<file path="src/rtl/gerador_substantivo.sv">
// Word generator: plays a type note then the end note on Tom/Nota/Ready, with a 1-deep request buffer.
// Latency 1 cycle from Start to first Ready; no backpressure, excess requests are dropped with Overrun.
module gerador_substantivo #(
  parameter int HOLD_CYCLES = 4,
  parameter int GAP_CYCLES  = 2
) (
  input  logic       clk,
  input  logic       Reset,
  input  logic       Start,
  input  logic [1:0] Tipo_in,
  output logic       Tom,
  output logic [2:0] Nota,
  output logic       Ready,
  output logic       Busy,
  output logic       Done,
  output logic       Err,
  output logic       Overrun
);

  typedef enum logic [2:0] {IDLE, TYPE, GAP1, ENDN, GAP2} state_t;

  localparam logic [7:0] HOLD_LOAD = 8'(HOLD_CYCLES - 1);
  localparam logic [7:0] GAP_LOAD  = 8'(GAP_CYCLES - 1);

  state_t     state, nxt_state;
  logic [7:0] cnt, nxt_cnt;
  logic [1:0] cur_type, nxt_type;
  logic       buf_full, nxt_buf_full;
  logic [1:0] buf_type, nxt_buf_type;
  logic       nxt_err, nxt_ovr;
  logic       start_ok, last, exit_now;

  function automatic logic [2:0] note_of(input logic [1:0] t);
    case (t)
      2'b11:   note_of = 3'b011;
      2'b10:   note_of = 3'b100;
      2'b01:   note_of = 3'b101;
      default: note_of = 3'b000;
    endcase
  endfunction

  assign start_ok = Start && (Tipo_in != 2'b00);
  assign last     = (cnt == 8'd0);

  always_comb begin
    nxt_state    = state;
    nxt_cnt      = cnt - 8'd1;
    nxt_type     = cur_type;
    nxt_buf_full = buf_full;
    nxt_buf_type = buf_type;
    nxt_err      = Start && (Tipo_in == 2'b00);
    nxt_ovr      = 1'b0;
    exit_now     = 1'b0;

    case (state)
      IDLE: begin
        nxt_cnt = cnt;
        if (start_ok) begin
          nxt_state = TYPE;
          nxt_type  = Tipo_in;
          nxt_cnt   = HOLD_LOAD;
        end
      end
      TYPE: begin
        if (last) begin
          if (GAP_CYCLES > 0) begin
            nxt_state = GAP1;
            nxt_cnt   = GAP_LOAD;
          end else begin
            nxt_state = ENDN;
            nxt_cnt   = HOLD_LOAD;
          end
        end
      end
      GAP1: begin
        if (last) begin
          nxt_state = ENDN;
          nxt_cnt   = HOLD_LOAD;
        end
      end
      ENDN: begin
        if (last) begin
          if (GAP_CYCLES > 0) begin
            nxt_state = GAP2;
            nxt_cnt   = GAP_LOAD;
          end else begin
            exit_now = 1'b1;
          end
        end
      end
      GAP2: begin
        if (last) exit_now = 1'b1;
      end
      default: begin
        nxt_state = IDLE;
        nxt_cnt   = 8'd0;
      end
    endcase

    // A buffered word drains with no IDLE cycle; a Start in the same cycle refills the freed slot.
    if (exit_now) begin
      if (buf_full) begin
        nxt_state    = TYPE;
        nxt_type     = buf_type;
        nxt_cnt      = HOLD_LOAD;
        nxt_buf_full = start_ok;
        if (start_ok) nxt_buf_type = Tipo_in;
      end else if (start_ok) begin
        nxt_state = TYPE;
        nxt_type  = Tipo_in;
        nxt_cnt   = HOLD_LOAD;
      end else begin
        nxt_state = IDLE;
        nxt_cnt   = 8'd0;
      end
    end else if (start_ok && (state != IDLE)) begin
      if (!buf_full) begin
        nxt_buf_full = 1'b1;
        nxt_buf_type = Tipo_in;
      end else begin
        nxt_ovr = 1'b1;
      end
    end
  end

  always_ff @(posedge clk) begin
    if (Reset) begin
      state    <= IDLE;
      cnt      <= 8'd0;
      cur_type <= 2'b00;
      buf_full <= 1'b0;
      buf_type <= 2'b00;
      Tom      <= 1'b0;
      Nota     <= 3'b000;
      Ready    <= 1'b0;
      Busy     <= 1'b0;
      Done     <= 1'b0;
      Err      <= 1'b0;
      Overrun  <= 1'b0;
    end else begin
      state    <= nxt_state;
      cnt      <= nxt_cnt;
      cur_type <= nxt_type;
      buf_full <= nxt_buf_full;
      buf_type <= nxt_buf_type;
      Tom      <= 1'b0;
      Nota     <= (nxt_state == TYPE) ? note_of(nxt_type) : 3'b000;
      Ready    <= (nxt_state == TYPE) || (nxt_state == ENDN);
      Busy     <= (nxt_state != IDLE);
      Done     <= (nxt_state == ENDN) && (nxt_cnt == 8'd0);
      Err      <= nxt_err;
      Overrun  <= nxt_ovr;
    end
  end

endmodule

</file>
<file path="config.mk">
export PLATFORM = sky130hd
export DESIGN_NAME = gerador_substantivo
export DESIGN_NICKNAME = d
export VERILOG_FILES = /design/src/rtl/gerador_substantivo.sv
export SDC_FILE = /design/constraint.sdc
export NUM_CORES = 1
export LEC_CHECK = 0
export CORE_ASPECT_RATIO = 0.8
export CORE_MARGIN = 2
export CORE_UTILIZATION = 45
export CTS_BUF_LIST = sky130_fd_sc_hd__clkbuf_8
export CTS_CLUSTER_SIZE = 20
export DETAILED_ROUTE_END_ITERATION = 7
export GPL_TIMING_DRIVEN = 1
export MAX_ROUTING_LAYER = met4
export PLACE_DENSITY = 0.71
export SYNTH_ARGS = -nofsm -noshare
export SYNTH_HDL_FRONTEND = slang
export SYNTH_SLANG_ARGS = --single-unit
</file>
<file path="constraint.sdc">
create_clock -name clk -period 4.23 [get_ports clk]
set_input_delay 0.423 -clock clk [delete_from_list [all_inputs] [get_ports clk]]
set_output_delay 0.423 -clock clk [all_outputs]
set_load 0.01 [all_outputs]
</file>
; Word level (Yosys, flattened, before mapping)
; Index checks and enable logic that the tools add are counted.
[word_totals]
inputBits = 5
regBits = 24
word_cells = 75
[op_classes]
reduce_logical = 17
bitwise = 2
muxes = 32
addsub = 1
n_eq_ne = 12
[op_table]
columns = operator, count
row1 = 2-to-1 mux 8 bit, 4
row2 = case mux 8 bit (4 select lines), 1
row3 = 2-to-1 mux 2 bit, 12
row4 = zero test 8 bit, 2
row5 = 2-to-1 mux 3 bit, 5
row6 = case mux 3 bit (5 select lines), 1
row7 = "== test 3 x 2 -> 1 bit, second input constant", 3
row8 = case mux 3 bit (3 select lines), 1
row9 = 2-to-1 mux 1 bit, 8
row10 = "subtractor 8 x 1 -> 8 bit, second input constant", 1
row11 = "== test 3 x 1 -> 1 bit, second input constant", 2
row12 = nonzero test 3 bit, 2
row13 = "== test 2 bit, second input constant", 2
row14 = logical AND 1 bit, 4
row15 = "inequality test 2 bit, second input constant", 2
row16 = AND reduction 4 bit, 1
row17 = nonzero test 2 bit, 2
row18 = OR reduction 2 bit, 2
row19 = "== test 3 bit, second input constant", 1
row20 = zero test 3 bit, 1
row21 = OR reduction 3 bit, 1
row22 = "== test 2 x 1 -> 1 bit, second input constant", 1
row23 = zero test 2 bit, 1
row24 = "inequality test 2 x 1 -> 1 bit, second input constant", 1
row25 = 2 further kinds, 3

; Longest topological paths before layout
; Gate-level depths: netlist of the first run.
[logic_depth]
depth_word = 9
depth_mapped = 11

; Worst setup path after synthesis of the first run
; Ideal clock, no wire load.
[synth_path]
kind = reg2reg
startpoint = register cnt[0]
endpoint = register Nota[2]
stages_incl_launch_ff = 12
setup_time_ps = 115
path_slack_ps = 1813
arrival_ps = 2302
path_buffers = 2
cell_sequence = dfxtp_1 clkbuf_1 inv_1 ha_1 or3b_2 buf_2 nor2_4 nand3_1 mux2i_1 inv_1 ha_1 and2_1
[synth_lines]
columns = element, line
row1 = "start, declared", 26  ; logic [7:0] cnt, nxt_cnt;
row2 = "start signal, assigned", 142  ; cnt <= nxt_cnt;
row3 = zero test 8 bit *, 43  ; assign last = (cnt == 8'd0);
row4 = 2-to-1 mux 1 bit *, 92  ; if (last) exit_now = 1'b1;
row5 = 2-to-1 mux 1 bit *, -
row6 = 2-to-1 mux 2 bit *, 101  ; if (exit_now) begin
row7 = via nxt_type[0], 27  ; logic [1:0] cur_type, nxt_type;
row8 = == test 2 x 1 -> 1 bit / == test 2 bit (equally long branches), 34  ; case (t)
row9 = case mux 3 bit (3 select lines) *, 34
row10 = "end signal, assigned", 147  ; Nota <= (nxt_state == TYPE) ? note_of(nxt_type) : 3'b000;
row11 = "end, declared", 12  ; output logic [2:0] Nota,
; Mark *: on every way through the listed nets, which the timed path passes. The rest lies on a longest branch.
; A chain may end at the register's enable or synchronous reset.

; Final worst setup path of the first run
[layout_path]
startpoint = register cnt[1]
endpoint = register Nota[2]
; Same word-level chain as after synthesis.

==> flow_summary.ini, run 1 <==
[status]
status = finished clean

[worst_setup_path]
required_ps = 4400
crit_path_start_kind = flop
crit_start = cnt[1]
r2r_cells = 9
crit_type = flop to flop
end_kind = flop
r2r-end = Nota[2]
crit_arrival_ps = 2790
cp_max_fo = 9
r2r-start = cnt[1]
r2r_slack_ps = 1600

[synthesis]
synth_top_area_frac = 0.3179
syn_inst = 190
ys_top_cells_by_area = dfxtp_1 (32%), nor2_1 (4.5%), mux2i_1 (4.0%)
yosys_warnings = 0
async_flop_share = 0
synth_edf_count = 0
yosys.cell_count.top_type = dfxtp_1
syn_area_um2 = 1511
ys_ff_latch = 24
synth_area_per_cell_um2 = 7.955
synth_top_area_cell = dfxtp_1
synth.distinct_cells = 49
ys.flop_type = dfxtp_1
yosys-top-cells-count = dfxtp_1 (24), nor2_1 (18), nand2_1 (16)
synth_nets = 198
ys_seq_area_frac = 0.3179

[power]
power_density_nw_per_um2 = 834.2
p_clk_frac = 0.145
intPower_uw = 730.7
power.leakage_uw = 0.0006233
power_switching_uw = 674.3
combPwrFrac = 0.569
seq_power_share = 0.286
total_power_uw = 1405
swShare = 0.4799
peakVddDrop_uv = 302.9

[clock_tree]
cts-root-buf = clkbuf_8
h-tree-depth = 1
cts_tree = yes
post_cts.repair.setup_buffers = 0
cts_inserted_buffers = 3
cts.sinks = 24
postCtsHoldBufs = 0
ctsLongestPathBuffers = 2
cts-resized-gates = 0
clk_pin_slew_ps = 90
worstSkewPairLatency_ps = 270

[drt]
vias = 1515
ant_nets = 0
first_pass_iters = 5
post_drt_wl_per_cell_um = 15.74
drt_iter0_markers = 243
vias_per_cell = 6.502
routed_wl_um = 3667
route.detailed.drc = 0

[timing]
worstMarginPinSlew_ps = 843.6
period_minus_slack_ps = 2626
maxSlewViolCount = 0
tns_ps = 0
rsz0062_at_grt = false
period_share = 0.6208
max_slew_margin = 0.4368
skew_ps = 3.610
finalSetupViolations = 0
hold_viol_final = 0
max_freq_mhz = 380.8

[flow_run]
drv_cap = 0

[cells_and_area]
fill_cells = 288
fin_nets = 202
drive_gt1_frac = 0.06218
diodes = 0
synthToLayoutAreaGrowth_pct = 11.42

[global_routing]
first_global_vias = 1315
antenna_found_initial = 0
overflow = 0
grt_pass1_wl_um = 6189
grt_max_degree = 30
grt_usage = 0.2109

[placement]
dpl.hpwl_um = 2550
portBuffers = 12
gp_congestion = 0.8694

[hold_path]
hp-start = buf_type[1]
holdPathStages = 2
hold_path_end = buf_type[1]
hp-class = flop to flop

[floorplanning]
initial_utilization = 0.4794
fp.dieW_um = 68.80
die_h_um = 55.84
design.core.area_um2 = 3153
pin_count = 14
rows = 18
die-area_um2 = 3841
==> power by group through the flow <==
stage | Sequential, µW | Combinational (µW) | Clock [µW]
after detailed placement | 400 | 769 | 0
after CTS | 396 | 778 | 205
after floorplan | 342 | 684 | 0
after global placement | 398 | 763 | 0
final | 402 | 800 | 203
after global routing | 415 | 875 | 217
==> area by class of cell <==
cell class / instances / area, µm² / area share
tap: 40 / 50.05 / 0.02972
inverter: 9 / 33.78 / 0.02006
timing repair buffer: 12 / 120.1 / 0.07132
clock inverter: 1 / 30.03 / 0.01783
multi-input combinational: 144 / 928.4 / 0.5513
sequential: 24 / 480.5 / 0.2853
clock buffer: 3 / 41.29 / 0.02452
==> how the worst max path moves through the flow <==
stage | endpoint | slack (ps) | cells after the start
global route | Nota[2] | 1430 | 9
finish | Nota[2] | 1600 | 9
floorplan | Nota[2] | 1810 | 11
global placement | Nota[2] | 1630 | 8
detailed placement | Nota[2] | 1480 | 8
CTS | Nota[2] | 1620 | 9
==> kinds of logic (layout without fill, tap and decap cells) <==
family / Yosys count / in the layout / synth area share
flip-flops: 24 / 24 / 0.3179
adder cells (fa/ha/maj): 3 / 3 / 0.02484
XOR/XNOR: 1 / 1 / 0.005796
AND/OR/NAND/NOR: 75 / 75 / 0.2699
AO/OA/AOI/OAI: 57 / 57 / 0.2641
other: 1 / 1 / 0.002481
buffers and inverters: 22 / 25 / 0.06788
multiplexers: 7 / 7 / 0.04719
==> metrics by stage <==
step / area (µm²) / utilization / cells / hold WS [ps] / setup WS (ps)
after CTS: 1684 / 0.5341 / 233 / 507.3 / 1619
after floorplan: 1511 / - / 190 / 457.9 / 1813
final: 1684 / 0.5341 / 233 / 507.1 / 1604
after detailed placement: 1613 / 0.5115 / 229 / 484.5 / 1478
after global placement: 1613 / 0.5115 / 229 / 487.2 / 1635
after global routing: 1684 / 0.5341 / 233 / 560.3 / 1430
==> flip-flops by register name (all words and copies together), names as in the netlist <==
signal / count
Ready: 1
state: 3
Nota: 3
Err: 1
buf_type: 2
buf_full: 1
Overrun: 1
cnt: 8
Busy: 1
cur_type: 2
Done: 1
==> metal layers <==
metal	global-route usage	routed length [µm]	share of wire
met5	-	0	0
met4	0.03081	34	0.0093
met3	0.05263	293	0.080
met2	0.3132	1648	0.45
met1	0.2953	1689	0.46
==> worst max-delay path, stage by stage, from the launching register on <==
cell and delay (ps):
dfxtp_1 380, inv_1 130, ha_1 180, or3b_2 570, nor2_4 250, nand3_1 190
mux2i_1 340, inv_1 80, ha_1 280, and2_1 130
==> cell usage in the layout (no fill, tap or decap), types with 2 or more instances in the layout <==
cell type,count
dfxtp_1,24
nor2_1,18
nand2_1,16
clkdlybuf4s50_1,12
o21ai_0,11
a21oi_1,11
nor3_1,9
inv_1,9
mux2i_1,6
a211oi_1,6
o211ai_1,5
o21a_1,4
nor2b_1,4
o31ai_1,4
or3_1,3
and2_1,3
and3_1,3
ha_1,3
clkbuf_8,3
nand3_1,2
nand4b_1,2
a32oi_1,2
nand3b_1,2
a311oi_1,2
o221ai_1,2
o2111a_1,2
nor4_1,2
o2111ai_1,2
nand4_1,2
(Power assumes the default switching activity.)
==> inputs of run 2 (changes only) <==
==> constraint.sdc (replaced) <==
create_clock -name clk -period 2.6 [get_ports clk]
set_input_delay 0.26 -clock clk [delete_from_list [all_inputs] [get_ports clk]]
set_output_delay 0.26 -clock clk [all_outputs]
set_load 0.01 [all_outputs]
==> flow_summary.ini, run 2 (synthesized netlist as in run 1, its figures left out) <==
[clock_tree]
cts_tree = yes
cts-resized-gates = 0
postCtsHoldBufs = 0
cts.sinks = 24
cts-root-buf = clkbuf_8
post_cts.repair.setup_buffers = 0
ctsLongestPathBuffers = 2
h-tree-depth = 1
worstSkewPairLatency_ps = 270
cts_inserted_buffers = 3
clk_pin_slew_ps = 90

[worst_setup_path]
crit_arrival_ps = 2610
r2r-start = cnt[1]
r2r_cells = 9
cp_max_fo = 8
r2r_slack_ps = 160
end_kind = flop
r2r-end = Nota[2]
crit_type = flop to flop
required_ps = 2770
crit_path_start_kind = flop

[floorplanning]
die_h_um = 55.84
die-area_um2 = 3841
design.core.area_um2 = 3153
initial_utilization = 0.4794
fp.dieW_um = 68.80
rows = 18
pin_count = 14

[cells_and_area]
diodes = 0
final_area_um2 = 1720
top_register = cnt
largest_reg_flops = 8
largestRegisters = cnt: 8 flops, Nota: 3 flops, state: 3 flops
final_cell_mix = dfxtp_1 (24), nor2_1 (18), nand2_1 (16)
synthToLayoutAreaGrowth_pct = 13.82
fin_nets = 209
drive_gt1_frac = 0.09500
final_util = 0.5456
fill_cells = 295
final_common_cell = dfxtp_1
fin_cells = 240

[timing]
max_slew_margin = 0.6498
finalSetupViolations = 0
period_share = 0.9390
holdWs_ps = 528.4
maxSlewViolCount = 0
worstMarginPinSlew_ps = 521.0
max_freq_mhz = 409.6
rsz0062_at_grt = false
tns_ps = 0
period_minus_slack_ps = 2441
skew_ps = 8.753
hold_viol_final = 0

[drt]
first_pass_iters = 5
vias_per_cell = 6.217
vias = 1492
drt_iter0_markers = 152
post_drt_wl_per_cell_um = 15.65
route.detailed.drc = 0
routed_wl_um = 3756
ant_nets = 0

[flow_run]
drv_cap = 0

[global_routing]
met2_usage = 0.3146
grt_max_degree = 23
busiest_layer = met2
met1_usage = 0.3058
first_global_vias = 1317
met3_usage = 0.05061
grt_usage = 0.2162
overflow = 0
antenna_found_initial = 0
grt_pass1_wl_um = 6258

[placement]
dpl.hpwl_um = 2763
place_area_um2 = 1665
dpl.cell_count = 236
portBuffers = 12
gp_congestion = 0.9618

[hold_path]
hp-start = buf_type[1]
hold_path_end = buf_type[1]
holdPathStages = 2
hp-class = flop to flop

[power]
peakVddDrop_uv = 516.0
power_density_nw_per_um2 = 1336
power.leakage_uw = 0.0006513

[status]
status = finished clean
[run 2: final cells by class]
type / count / area, µm² / area share
multi-input combinational: 144 / 928.4 / 0.5396
sequential: 24 / 480.5 / 0.2793
timing repair buffer: 19 / 172.7 / 0.1004
tap: 40 / 50.05 / 0.02909
clock buffer: 4 / 55.05 / 0.03200
inverter: 9 / 33.78 / 0.01964
[run 2: report_power, final]
group / switching (µW) / internal [µW] / total (µW)
Sequential: 143 / 473 / 617
Clock: 124 / 135 / 259
Combinational: 846 / 577 / 1420
[run 2: routing by layer]
layer / wire (µm) / up-vias
met5: 0 / -
met4: 13 / 0
met3: 302 / 2
met2: 1709 / 68
met1: 1730 / 696
li1: - / 726
[run 2: worst max-delay path, cell delays in order (launching register included)]
cell and delay [ps]:
dfxtp_1 320, inv_1 100, ha_1 190, or3b_2 570
nor2_4 150, nand3_1 160, mux2i_1 310, inv_1 90
ha_1 300, and2_1 140
[run 2: worst max-delay path by stage]
stage	from	to	slack (ps)	cells past startpoint
final	cnt[1]	Nota[2]	160	9
after global routing	cnt[1]	Nota[2]	50	9
after CTS	cnt[1]	Nota[2]	170	9
after detailed placement	Tipo_in[1]	Nota[2]	150	8
after global placement	Tipo_in[1]	Nota[2]	310	8
after floorplan	cnt[0]	Nota[2]	180	11
[run 2: stage by stage]
| step | power [µW] | setup WS, ps |
|---|---|---|
| 6_report | 2298 | 158.5 |
| 4_1_cts | 2270 | 172.9 |
| 5_1_grt | 2478 | 50.12 |
| 3_3_place_gp | 1963 | 310.2 |
| 3_5_place_dp | 2005 | 152.4 |
| 2_1_floorplan | 1669 | 182.6 |
